==> src/rtl/addr4u_mon_pkg.sv <==
// addr4u_mon_pkg: shared widths, FSM state type and golden adder model for the fault monitor
package addr4u_mon_pkg;
  localparam int OPW = 4;
  localparam int SUMW = 5;
  typedef enum logic {MON = 1'b0, ALARM = 1'b1} mon_state_t;
  function automatic logic [SUMW-1:0] golden_sum(input logic [OPW-1:0] a, input logic [OPW-1:0] b);
    return {1'b0, a} + {1'b0, b};
  endfunction
endpackage

==> src/rtl/addr4u_fault_monitor_if.sv <==
// addr4u_fault_monitor_if: sample input and result output handshakes of the fault monitor
interface addr4u_fault_monitor_if;
  import addr4u_mon_pkg::*;
  logic            in_valid;
  logic            in_ready;
  logic [OPW-1:0]  a;
  logic [OPW-1:0]  b;
  logic [SUMW-1:0] dut_sum;
  logic            out_valid;
  logic            out_ready;
  logic [SUMW-1:0] out_sum;
  logic            out_err;
  modport master (output in_valid, a, b, dut_sum, out_ready, input in_ready, out_valid, out_sum, out_err);
  modport slave (input in_valid, a, b, dut_sum, out_ready, output in_ready, out_valid, out_sum, out_err);
endinterface

==> src/rtl/addr4u_mon_window.sv <==
// addr4u_mon_window: per-window mismatch counting and sticky alarm FSM
module addr4u_mon_window
  import addr4u_mon_pkg::*;
#(
  parameter int WIN = 16,
  parameter int THRESH = 4
) (
  input  logic clk,
  input  logic rst_n,
  input  logic acc,
  input  logic mism,
  input  logic clr,
  output logic alarm
);
  localparam int CW = $clog2(WIN + 1);
  logic [CW-1:0] r_win_cnt;
  logic [CW-1:0] r_win_err;
  mon_state_t    r_state;
  logic [CW-1:0] w_err_nxt;
  logic          w_close;
  assign w_err_nxt = r_win_err + CW'(mism);
  assign w_close = r_win_cnt == CW'(WIN - 1);
  // Count accepted samples; the closing sample is included in the evaluation and both counters restart
  always_ff @(posedge clk or negedge rst_n) begin
    if (!rst_n) begin
      r_win_cnt <= '0;
      r_win_err <= '0;
      r_state   <= MON;
      alarm     <= 1'b0;
    end else if (clr) begin
      r_win_cnt <= '0;
      r_win_err <= '0;
      r_state   <= MON;
      alarm     <= 1'b0;
    end else if (acc) begin
      if (w_close) begin
        r_win_cnt <= '0;
        r_win_err <= '0;
        if (r_state == MON && w_err_nxt >= CW'(THRESH)) begin
          r_state <= ALARM;
          alarm   <= 1'b1;
        end
      end else begin
        r_win_cnt <= r_win_cnt + CW'(1);
        r_win_err <= w_err_nxt;
      end
    end
  end
endmodule

==> src/rtl/addr4u_fault_monitor.sv <==
// addr4u_fault_monitor: checks a 4-bit adder result against a golden sum and tracks faults.
// Build option ADDR4U_MON_CORRECT_EN replaces a mismatching sum with the golden one.
module addr4u_fault_monitor
  import addr4u_mon_pkg::*;
#(
  parameter int CNT_W = 8,
  parameter int WIN = 16,
  parameter int THRESH = 4
) (
  input  logic                 clk,
  input  logic                 rst_n,
  input  logic                 clr,
  addr4u_fault_monitor_if.slave bus,
  output logic [CNT_W-1:0]     err_cnt,
  output logic                 alarm
);
  logic            r_out_valid;
  logic [SUMW-1:0] r_out_sum;
  logic            r_out_err;
  logic [SUMW-1:0] w_golden;
  logic [SUMW-1:0] w_sum;
  logic            w_mism;
  logic            w_acc;
  assign w_golden = golden_sum(bus.a, bus.b);
  assign w_mism = bus.dut_sum != w_golden;
  assign bus.in_ready = !r_out_valid || bus.out_ready;
  assign w_acc = bus.in_valid && bus.in_ready;
`ifdef ADDR4U_MON_CORRECT_EN
  assign w_sum = w_mism ? w_golden : bus.dut_sum;
`else
  assign w_sum = bus.dut_sum;
`endif
  assign bus.out_valid = r_out_valid;
  assign bus.out_sum = r_out_sum;
  assign bus.out_err = r_out_err;
  // Single-entry output register: load on accept, drain when taken, hold under stall
  always_ff @(posedge clk or negedge rst_n) begin
    if (!rst_n) begin
      r_out_valid <= 1'b0;
      r_out_sum   <= '0;
      r_out_err   <= 1'b0;
    end else if (w_acc) begin
      r_out_valid <= 1'b1;
      r_out_sum   <= w_sum;
      r_out_err   <= w_mism;
    end else if (bus.out_ready) begin
      r_out_valid <= 1'b0;
    end
  end
  // Lifetime mismatch count, saturating at all-ones; clr wins over counting
  always_ff @(posedge clk or negedge rst_n) begin
    if (!rst_n) err_cnt <= '0;
    else if (clr) err_cnt <= '0;
    else if (w_acc && w_mism && !(&err_cnt)) err_cnt <= err_cnt + CNT_W'(1);
  end
  addr4u_mon_window #(.WIN(WIN), .THRESH(THRESH)) u_window (
    .clk  (clk),
    .rst_n(rst_n),
    .acc  (w_acc),
    .mism (w_mism),
    .clr  (clr),
    .alarm(alarm)
  );
endmodule

==> src/flat_wrapper.sv <==
// flat-port wrapper written by rule: the top's interface ports become plain ports
module addr4u_fault_monitor_flat import addr4u_mon_pkg::*;
#(
  parameter int CNT_W = 8,
  parameter int WIN = 16,
  parameter int THRESH = 4
)
  (clk, rst_n, clr, err_cnt, alarm, bus_in_valid, bus_a, bus_b, bus_dut_sum, bus_out_ready, bus_in_ready, bus_out_valid, bus_out_sum, bus_out_err);
  addr4u_fault_monitor_if bus_i ();
  input  logic clk;
  input  logic rst_n;
  input  logic clr;
  output logic [CNT_W-1:0] err_cnt;
  output logic alarm;
  input wire logic [$bits(bus_i.in_valid)-1:0] bus_in_valid;
  input wire logic [$bits(bus_i.a)-1:0] bus_a;
  input wire logic [$bits(bus_i.b)-1:0] bus_b;
  input wire logic [$bits(bus_i.dut_sum)-1:0] bus_dut_sum;
  input wire logic [$bits(bus_i.out_ready)-1:0] bus_out_ready;
  output wire logic [$bits(bus_i.in_ready)-1:0] bus_in_ready;
  output wire logic [$bits(bus_i.out_valid)-1:0] bus_out_valid;
  output wire logic [$bits(bus_i.out_sum)-1:0] bus_out_sum;
  output wire logic [$bits(bus_i.out_err)-1:0] bus_out_err;
  assign bus_i.in_valid = bus_in_valid;
  assign bus_i.a = bus_a;
  assign bus_i.b = bus_b;
  assign bus_i.dut_sum = bus_dut_sum;
  assign bus_i.out_ready = bus_out_ready;
  assign bus_in_ready = bus_i.in_ready;
  assign bus_out_valid = bus_i.out_valid;
  assign bus_out_sum = bus_i.out_sum;
  assign bus_out_err = bus_i.out_err;
  addr4u_fault_monitor #(.CNT_W(CNT_W), .WIN(WIN), .THRESH(THRESH)) u_core (.clk(clk), .rst_n(rst_n), .clr(clr), .bus(bus_i), .err_cnt(err_cnt), .alarm(alarm));
endmodule
==> config.mk <==
export PLATFORM = sky130hd
export DESIGN_NAME = addr4u_fault_monitor_flat
export DESIGN_NICKNAME = d
export VERILOG_FILES = /design/src/rtl/addr4u_mon_pkg.sv /design/src/rtl/addr4u_fault_monitor_if.sv /design/src/rtl/addr4u_mon_window.sv /design/src/rtl/addr4u_fault_monitor.sv /design/src/flat_wrapper.sv
export SDC_FILE = /design/constraint.sdc
export NUM_CORES = 1
export LEC_CHECK = 0
export CORE_ASPECT_RATIO = 2
export CORE_MARGIN = 2
export CORE_UTILIZATION = 44
export DETAILED_ROUTE_END_ITERATION = 10
export DONT_BUFFER_PORTS = 1
export MAX_ROUTING_LAYER = met4
export PLACE_DENSITY_LB_ADDON = 0.2
export SYNTH_ARGS = -nofsm -noshare
export SYNTH_HDL_FRONTEND = slang
export SYNTH_SLANG_ARGS = --single-unit
==> constraint.sdc <==
create_clock -name clk -period 1.5 [get_ports clk]
set_input_delay 0 -clock clk [delete_from_list [all_inputs] [get_ports clk]]
set_output_delay 0 -clock clk [all_outputs]
set_load 0.02 [all_outputs]
==> flow_metrics.py, run 1 <==
metrics = {
    "run_status": {
        "status": "finished, violations left",
        "violations": "negative hold slack, negative setup slack",
    },
    "run": {
        "maxCapViolCount": 0,
    },
    "die": {
        "core-area_um2": 3160,
        "die_y_um": 85.3,
        "die_x_um": 44.6,
        "ios": 35,
        "rows": 29,
        "die_area_um2": 3810,
        "start_util_pct": 46.0,
    },
    "timing": {
        "setup_viol": 13,
        "finalClockSkew_ns": 0.00817,
        "period_needed_ns": 1.95,
        "fmax_ghz": 0.512,
        "worst_slew_pin_slew_ns": 0.291,
        "setup_tns_ns": -1.78,
        "fin_crit_sh_pct": 130,
        "hold_viol_final": 9,
        "slew_headroom_pct": 80.5,
        "rsz0062_at_grt": "yes",
        "whs_ns": -0.232,
        "fin_ws_ns": -0.454,
        "drv_slew": 0,
    },
    "finish": {
        "diodes": 0,
        "fin_util_pct": 66.5,
        "nets": 211,
        "drive_gt1_share_pct": 40.4,
        "layoutNonFillerInstCount": 214,
        "syn2layout_area_growth_pct": 44.4,
    },
    "critical_path": {
        "path_cells": "ha_4, fa_2, xor2_2, a2111oi_4, nand2_1, ha_4, ha_4, or4_1, nand4_1, a31oi_1, nor2_1, nor2_1",
        "critPathKind": "in -> reg",
        "startpoint": "bus_b[0]",
        "cpMostUsedCell": "ha_4",
        "start_kind": "input port",
        "critPathMaxFanout": 2,
        "timing.rr.start": "u_core.err_cnt[1]",
        "arrival_ns": 2.12,
        "crit_required_ns": 1.67,
        "critPathSlowestCell": "fa_2",
        "max_stage_delay_ns": 0.54,
        "r2r_setup_slack_ns": -0.13,
        "crit_path_end_kind": "register",
    },
    "yosys": {
        "ys_types": 34,
        "netlist_area_um2": 1450,
        "synth_edf_count": 0,
        "yosys.area_share.simple_pct": 18.0,
        "synth_top_family_by_area": "simple AND/OR/NAND/NOR gates",
        "synthXorXnorAreaFrac_pct": 6.03,
        "synth_compound_area_share_pct": 15.0,
        "postSynthCellCount": 137,
        "synth_warnings": 0,
        "synth_fp_nets": 164,
        "muxShareOfSynthArea_pct": 6.12,
        "ys_seq_area_share_pct": 44.8,
        "synthArstFlopShare_pct": 100,
        "syn_avg_cell_area_um2": 10.6,
        "yosys.area_share.adder_pct": 8.27,
        "synth_ff_type": "dfrtp_1",
        "synth_seq_cells": 26,
    },
    "drt": {
        "drt_iter0_markers": 16,
        "viasPerCell": 5.84,
        "first_pass_iters": 4,
        "drc": 0,
        "wirelength_um": 3450,
        "num_vias": 1249,
        "antenna_left": 0,
        "wl_per_cell_um": 16.1,
    },
    "placed_design": {
        "hpwl_um": 2520,
        "finalWeightedCongestion": 0.745,
        "placed_cells": 192,
        "io_buffers": 0,
    },
    "clock_network": {
        "cts_made_buffers": 3,
        "cts_hold_buffers": 11,
        "root_buffer": "clkbuf_8",
        "clk_latency_ns": 0.27,
        "cts_tree": "done",
        "clockBufferDepth": 2,
        "cts.sinks": 26,
        "h-tree-depth": 1,
        "clk_pin_slew_worst_paths_ns": 0.09,
    },
    "global_route": {
        "antenna_found_initial": 0,
        "grt_overflow": 0,
        "grt_max_degree": 27,
        "first_global_vias": 1354,
        "track_usage_pct": 20.4,
        "grt_pass1_wl_um": 5610,
    },
    "hold_path": {
        "min_from": "clr",
        "hold_class": "in -> reg",
    },
    "pwr": {
        "p_total_w": 0.00157,
        "ir_worst_vdd_mv": 0.814,
        "power.density_nw_per_um2": 748,
        "p_leak_nw": 0.930,
    },
}
what timing repair did:
item | CTS | global route
pin swaps | 15 | 6
buffers inserted | 4 | 2
setup endpoints to repair | 13 | 14
endpoints found under the hold margin | 44 | 9
cloned | 1 | 0
resized for setup | 10 | 8
where the power goes:
group          switching (W)  leakage (nW)  total [W]  internal [W]
registers          0.0000577         0.337   0.000796      0.000739
clock network       0.000211        0.0228   0.000401      0.000190
logic               0.000166         0.570   0.000372      0.000206
total               0.000434         0.930    0.00157       0.00113
synthesized netlist by cell type, types with 2 or more instances:
cell | instances | share of area [%]
a21oi_2 | 3 | 1.8
clkbuf_1 | 3 | 0.78
a21o_1 | 2 | 1.0
and3_1 | 3 | 1.3
xnor2_1 | 6 | 3.6
nor2b_1 | 4 | 1.7
ha_1 | 8 | 6.9
a31oi_1 | 2 | 0.86
dfrtp_1 | 26 | 45
nor2_1 | 13 | 3.4
a31o_2 | 2 | 1.2
xor2_1 | 4 | 2.4
and2_1 | 2 | 0.86
a21oi_1 | 5 | 1.7
nand4_1 | 5 | 2.2
a22o_1 | 5 | 3.0
o21ai_0 | 3 | 1.0
nand2_1 | 11 | 2.8
nand2b_1 | 4 | 1.7
nand3_1 | 6 | 2.1
mux2_2 | 7 | 5.4
state kept, by name, indices dropped and copies added, names as in the netlist:
| name | flops |
|---|---|
| u_core.bus.out_err | 1 |
| u_core.bus.out_sum | 5 |
| u_core.bus.out_valid | 1 |
| u_core.err_cnt | 8 |
| u_core.u_window.r_state | 1 |
| u_core.u_window.r_win_cnt | 5 |
| u_core.u_window.r_win_err | 5 |
layout by cell type, fill, tap and decap left out, drive strengths merged:
cell	instances
a21o	2
a21bo	1
dlygate4sd3	10
xnor2	6
inv	1
a31o	3
a2111oi	1
and2	2
a22o	5
o21ai	3
fa	1
dfrtp	26
mux2i	1
nand2	11
a31oi	2
a211oi	1
nand4	5
nand3	6
or4	1
and3	3
nor3b	1
nor2b	4
or3	1
xor2	4
nor2	13
nand3b	1
buf	36
nand2b	4
clkbuf	4
a21oi	8
mux2	7
a211o	1
ha	8
worst max-delay path: cells and delay by family:
kind	cells	cell delay [ns]
adder cells (fa/ha/maj)	4	1.02
XOR/XNOR	1	0.09
AO/OA/AOI/OAI	2	0.26
AND/OR/NAND/NOR	5	0.75
logic make-up after synthesis:
group | count (synthesis)
mux | 8
xor+xnor | 10
compound gates | 27
buf+inv | 5
flops | 26
simple gates | 52
fa+ha+maj | 9
per-stage QoR:
step / area, um2 / worst slack [ns] / hold slack [ns]
2_1_floorplan: 1580 / -0.789 / -0.296
3_3_place_gp: 1800 / -0.731 / -0.295
3_5_place_dp: 1800 / -0.783 / -0.295
4_1_cts: 2050 / -0.485 / -0.237
5_1_grt: 2100 / -0.546 / -0.238
6_report: 2100 / -0.454 / -0.232
area by class of cell:
type | count | area [um2]
multi-input combinational | 106 | 947
tap | 31 | 38.8
fill | 259 | 1060
sequential | 26 | 654
timing repair buffer | 46 | 409
clock buffer | 4 | 45.0
inverter | 1 | 3.75
worst paths after layout:
kind	end	cells after the start
setup / recovery	u_core.u_window.r_state	12
hold / removal	u_core.err_cnt[2]	1
setup reg to reg	u_core.err_cnt[6]	7
hold reg to reg	u_core.u_window.r_win_cnt[4]	1
max in group asynchronous	u_core.bus.out_valid	2
min in group asynchronous	u_core.err_cnt[2]	2
metal layers:
| layer | share of wire, % | routed length, um | GRT usage, % |
|---|---|---|---|
| met4 | 3.3 | 113 | 11.6 |
| met1 | 35 | 1220 | 18.7 |
| met5 | 0 | 0 | - |
| met2 | 57 | 1960 | 37.0 |
| met3 | 4.5 | 157 | 2.98 |
Note: power is estimated with default switching activity, not from simulation.
==> run 2, diff against run 1 <==
--- a/config.mk
+++ b/config.mk
@@ -5,6 +5,7 @@
 export SDC_FILE = /design/constraint.sdc
 export NUM_CORES = 1
 export LEC_CHECK = 0
+export ABC_CLOCK_PERIOD_IN_PS = 1500
 export CORE_ASPECT_RATIO = 2
 export CORE_MARGIN = 2
 export CORE_UTILIZATION = 44
@@ -15,3 +16,4 @@
 export SYNTH_ARGS = -nofsm -noshare
 export SYNTH_HDL_FRONTEND = slang
 export SYNTH_SLANG_ARGS = --single-unit
+export TNS_END_PERCENT = 1
==> flow_metrics.py, run 2 (synthesis results as in run 1) <==
metrics = {
    "die": {
        "rows": 29,
        "ios": 35,
        "start_util_pct": 46.0,
        "core-area_um2": 3160,
        "die_y_um": 85.3,
        "die_area_um2": 3810,
        "die_x_um": 44.6,
    },
    "critical_path": {
        "cp_top_family": "adder cells",
        "arrival_ns": 2.13,
        "start_kind": "input port",
        "crit_required_ns": 1.67,
        "critPathBufInv": 0,
        "timing.rr.start": "u_core.err_cnt[1]",
        "max_stage_delay_ns": 0.54,
        "cpMostUsedCell": "ha_4",
        "critPathMaxFanout": 2,
        "critPathSlowestCell": "fa_2",
        "startpoint": "bus_b[0]",
        "critPathKind": "in -> reg",
        "crit_path_end_kind": "register",
        "path_cells": "ha_4, fa_2, xor2_2, a2111oi_4, nand2_1, ha_4, ha_4, or4_1, nand4_1, a31oi_1, nor2_1, nor2_1",
    },
    "global_route": {
        "antenna_found_initial": 0,
        "grt_max_degree": 27,
        "first_global_vias": 1271,
        "grt_overflow": 0,
        "grt_pass1_wl_um": 5580,
        "track_usage_pct": 20.5,
    },
    "clock_network": {
        "cts_hold_buffers": 12,
        "clockBufferDepth": 2,
        "cts.sinks": 26,
        "h-tree-depth": 1,
        "cts_made_buffers": 3,
        "root_buffer": "clkbuf_8",
        "clk_pin_slew_worst_paths_ns": 0.08,
        "cts_tree": "done",
        "clk_latency_ns": 0.27,
    },
    "timing": {
        "fin_ws_ns": -0.455,
        "finalClockSkew_ns": 0.000645,
        "hold_viol_final": 9,
        "slew_headroom_pct": 81.0,
        "drv_slew": 0,
        "setup_tns_ns": -1.51,
        "period_needed_ns": 1.95,
        "fin_crit_sh_pct": 130,
        "setup_viol": 10,
        "fmax_ghz": 0.512,
        "whs_ns": -0.229,
        "worst_slew_pin_slew_ns": 0.286,
        "rsz0062_at_grt": "yes",
    },
    "drt": {
        "wirelength_um": 3420,
        "num_vias": 1190,
        "drc": 0,
        "first_pass_iters": 4,
        "viasPerCell": 5.72,
        "antenna_left": 0,
        "wl_per_cell_um": 16.4,
        "drt_iter0_markers": 26,
    },
    "pwr": {
        "p_comb_share_pct": 22.0,
        "intPower_w": 0.00110,
        "seq_power_share_pct": 51.8,
        "p_sw_w": 0.000430,
        "p_sw_share_pct": 28.1,
        "ir_worst_vdd_mv": 0.651,
        "p_leak_nw": 0.873,
        "pwr-share-clk_pct": 26.1,
        "power.density_nw_per_um2": 777,
    },
    "run_status": {
        "violations": "negative hold slack, negative setup slack",
        "status": "finished, violations left",
    },
    "finish": {
        "drive_gt1_share_pct": 33.9,
        "largest_register_ffs": 8,
        "final_common_cell": "buf_4",
        "nets": 206,
        "syn2layout_area_growth_pct": 35.6,
        "diodes": 0,
        "max_flop_register": "u_core.err_cnt",
        "final_cell_mix": "buf_4 (27), dfrtp_1 (26), nor2_1 (12), dlygate4sd3_1 (11), nand2_1 (10)",
    },
    "hold_path": {
        "hold_class": "in -> reg",
        "min_from": "clr",
    },
    "placed_design": {
        "hpwl_um": 2510,
        "dp_slack_ns": -0.794,
        "io_buffers": 0,
        "finalWeightedCongestion": 0.732,
    },
    "run": {
        "maxCapViolCount": 0,
    },
}
-- run 2: changes by cell type in the layout (fill, tap and decap cells not counted), moves of 2 or more --
cell / change
buf_6: -5
dfrtp_1: +3
dfrtp_2: -3
a21oi_1: +2
ha_2: +2
mux2_2: +2
mux2_4: -2
nand3_1: +2
nand3_2: -2
-- run 2: through the flow --
step           std cells  instance area, um2  utilization, %  power [W]
6_report             208                1970            62.4    0.00153
5_1_grt              208                1970            62.4    0.00160
4_1_cts              208                1950            61.7    0.00154
3_5_place_dp         193                1760            55.6    0.00110
3_3_place_gp         193                1760            55.6    0.00108
2_1_floorplan        137                1520               -    0.00100
-- run 2: area by class of cell --
type                            instances  area (um2)
Clock buffer                            3        41.3
Fill cell                             262        1190
Inverter                                1        3.75
Multi-Input combinational cell        106         880
Sequential cell                        26         651
Tap cell                               31        38.8
Timing Repair Buffer                   41         355
-- run 2: final timing paths --
kind	endpoint	slack, ns	cells past startpoint
worst max-delay path	u_core.u_window.r_state	-0.45	12
worst min-delay path	u_core.err_cnt[2]	-0.23	1
worst max register to register	u_core.err_cnt[6]	-0.12	8
worst min register to register	u_core.u_window.r_win_err[2]	0.56	1
max in group asynchronous	u_core.u_window.r_win_cnt[1]	1.20	2
min in group asynchronous	u_core.u_window.r_win_err[4]	0.16	2
-- run 2: worst reg2reg max path, stage by stage, from the launching register on --
cell     delay (ns)
dfrtp_1        0.39
ha_2           0.19
and3_4         0.16
nand3_4        0.06
nand2_2        0.05
a21oi_2        0.12
buf_6          0.14
nand4_1        0.11
mux2_2         0.28
-- run 2: timing repair --
action,4_1_cts,5_1_grt
buffers inserted,0,0
setup endpoints to repair,13,16
resized for setup,5,5
endpoints found under the hold margin,44,9
pin swaps,3,11
-- run 2: routing by layer --
metal  part of all wire, %  vias to the layer above  track usage, %
met5                     0                        -               -
met2                    56                       30            35.2
met4                   2.5                        0            11.0
met1                    36                      577            20.4
met3                   5.2                        7            4.26
li1                      -                      576               -
-- run 2: power groups by stage --
| stage | sequential [W] | clock [W] | combinational (W) |
|---|---|---|---|
| 2_1_floorplan | 0.000812 | 0 | 0.000189 |
| 3_3_place_gp | 0.000805 | 0 | 0.000277 |
| 3_5_place_dp | 0.000808 | 0 | 0.000288 |
| 4_1_cts | 0.000794 | 0.000407 | 0.000338 |
| 5_1_grt | 0.000797 | 0.000435 | 0.000370 |
| 6_report | 0.000793 | 0.000400 | 0.000337 |
==> run 3, diff against run 2 <==
--- a/config.mk
+++ b/config.mk
@@ -13,6 +13,7 @@
 export DONT_BUFFER_PORTS = 1
 export MAX_ROUTING_LAYER = met4
 export PLACE_DENSITY_LB_ADDON = 0.2
+export REMOVE_ABC_BUFFERS = 1
 export SYNTH_ARGS = -nofsm -noshare
 export SYNTH_HDL_FRONTEND = slang
 export SYNTH_SLANG_ARGS = --single-unit
==> flow_metrics.py, run 3 (synthesis results as in run 1) <==
metrics = {
    "placed_design": {
        "placed_cells": 192,
        "hpwl_um": 2350,
        "dp_slack_ns": -1.07,
        "io_buffers": 0,
        "finalWeightedCongestion": 0.900,
    },
    "critical_path": {
        "critPathKind": "in -> reg",
        "arrival_ns": 2.17,
        "critPathSlowestCell": "or4_4",
        "rr_worst_depth": 7,
        "path_cells": "ha_2, nand3_1, a21o_1, a2111oi_4, nand2_2, ha_4, ha_4, or4_4, nand4_1, a31oi_1, nor2_1, nor2_1",
        "critPathMaxFanout": 4,
        "timing.rr.start": "u_core.err_cnt[0]",
        "max_stage_delay_ns": 0.40,
        "start_kind": "input port",
        "r2r_setup_slack_ns": -0.12,
        "r2r-end": "u_core.err_cnt[5]",
        "crit_required_ns": 1.67,
        "crit_path_end_kind": "register",
    },
    "timing": {
        "setup_viol": 12,
        "hold_viol_final": 10,
        "rsz0062_at_grt": "yes",
        "fin_ws_ns": -0.502,
        "worst_slew_pin_slew_ns": 0.303,
        "period_needed_ns": 2.00,
        "setup_tns_ns": -1.60,
        "finalClockSkew_ns": 0.00359,
        "slew_headroom_pct": 79.8,
        "fmax_ghz": 0.499,
        "drv_slew": 0,
        "whs_ns": -0.225,
        "fin_crit_sh_pct": 133,
    },
    "global_route": {
        "grt_overflow": 0,
        "antenna_found_initial": 0,
        "grt_pass1_wl_um": 5600,
        "first_global_vias": 1300,
        "track_usage_pct": 20.0,
        "grt_max_degree": 27,
    },
    "run": {
        "maxCapViolCount": 0,
    },
    "hold_path": {
        "min_from": "clr",
        "holdPathEnd": "u_core.err_cnt[7]",
        "hold_class": "in -> reg",
        "min_path_cells": 1,
    },
    "clock_network": {
        "cts.sinks": 26,
        "cts_hold_buffers": 10,
        "h-tree-depth": 1,
        "root_buffer": "clkbuf_8",
        "cts_tree": "done",
        "clk_latency_ns": 0.27,
        "cts_setup_buffers": 0,
        "clockBufferDepth": 2,
        "clk_pin_slew_worst_paths_ns": 0.09,
        "cts_made_buffers": 3,
    },
    "drt": {
        "wirelength_um": 3290,
        "drt_iter0_markers": 13,
        "viasPerCell": 5.78,
        "drc": 0,
        "num_vias": 1190,
        "antenna_left": 0,
        "wl_per_cell_um": 16.0,
        "first_pass_iters": 3,
    },
    "pwr": {
        "ir_worst_vdd_mv": 0.562,
        "power.density_nw_per_um2": 807,
        "p_leak_nw": 0.883,
    },
    "finish": {
        "fillers": 276,
        "nets": 203,
        "max_flop_register": "u_core.err_cnt",
        "drive_gt1_share_pct": 38.3,
        "syn2layout_area_growth_pct": 35.7,
        "final_common_cell": "buf_4",
        "diodes": 0,
        "fin_util_pct": 62.5,
        "largest_register_ffs": 8,
        "final_cell_mix": "buf_4 (27), dfrtp_1 (26), nor2_1 (12), dlygate4sd3_1 (9), nand2_1 (8)",
        "layoutNonFillerInstCount": 206,
    },
    "die": {
        "core-area_um2": 3160,
        "die_x_um": 44.6,
        "rows": 29,
        "die_area_um2": 3810,
        "die_y_um": 85.3,
        "start_util_pct": 46.0,
        "ios": 35,
    },
    "run_status": {
        "status": "finished, violations left",
        "violations": "negative hold slack, negative setup slack",
    },
}
## run 3: cell count changes in the layout (fill, tap and decap cells not counted), moves of 2 or more
cell and delta:
nand3_2 +2, xnor2_2 +2, xnor2_1 -2, ha_1 +2, ha_4 -2, nand2_1 -2, dlygate4sd3_1 -2, nand2_2 +2
## run 3: cell type report
cell class	instances	area, um2	share of cell area (%)
repair buffers	38	324	16.4
well taps	31	38.8	1.97
clock buffers	4	55.1	2.79
inverters	1	3.75	0.190
flip-flops and latches	26	651	33.0
multi-input cells	106	900	45.6
## run 3: per-stage QoR
| step | cell area (um2) | total power, W |
|---|---|---|
| detailed placement | 1680 | 0.00107 |
| finish | 1970 | 0.00159 |
| CTS | 1930 | 0.00160 |
| global placement | 1680 | 0.00106 |
| global route | 1970 | 0.00167 |
| floorplan | 1430 | 0.000968 |
## run 3: worst max path at each step
stage / end / from
2_1_floorplan: u_core.u_window.r_state / bus_b[0]
3_3_place_gp: u_core.u_window.r_state / bus_b[0]
3_5_place_dp: u_core.u_window.r_state / bus_b[0]
4_1_cts: u_core.u_window.r_state / bus_b[0]
5_1_grt: u_core.u_window.r_state / bus_a[2]
6_report: u_core.u_window.r_state / bus_a[2]
## run 3: per-layer routing
layer	wire, um	vias to the layer above	track usage [%]
li1	-	567	-
met1	1230	578	21.3
met2	1810	36	34.8
met3	148	9	2.77
met4	103	0	9.09
met5	0	-	-
## run 3: critical path, delay by kind of cell
kind,cells,cell delay (ns)
compound gates,3,0.59
simple gates,6,0.88
fa+ha+maj,3,0.68
## run 3: report_power, final
group | switching [W] | leakage, nW | total [W] | internal (W)
Combinational | 0.000166 | 0.514 | 0.000347 | 0.000182
Clock | 0.000220 | 0.0288 | 0.000455 | 0.000235
Sequential | 0.0000519 | 0.341 | 0.000789 | 0.000737
Total | 0.000438 | 0.883 | 0.00159 | 0.00115
## run 3: what timing repair did
item                       CTS  global route
hold endpoints to repair    43             8
resized for setup           17             9
pin swaps                   19            10
setup endpoints to repair   14            15
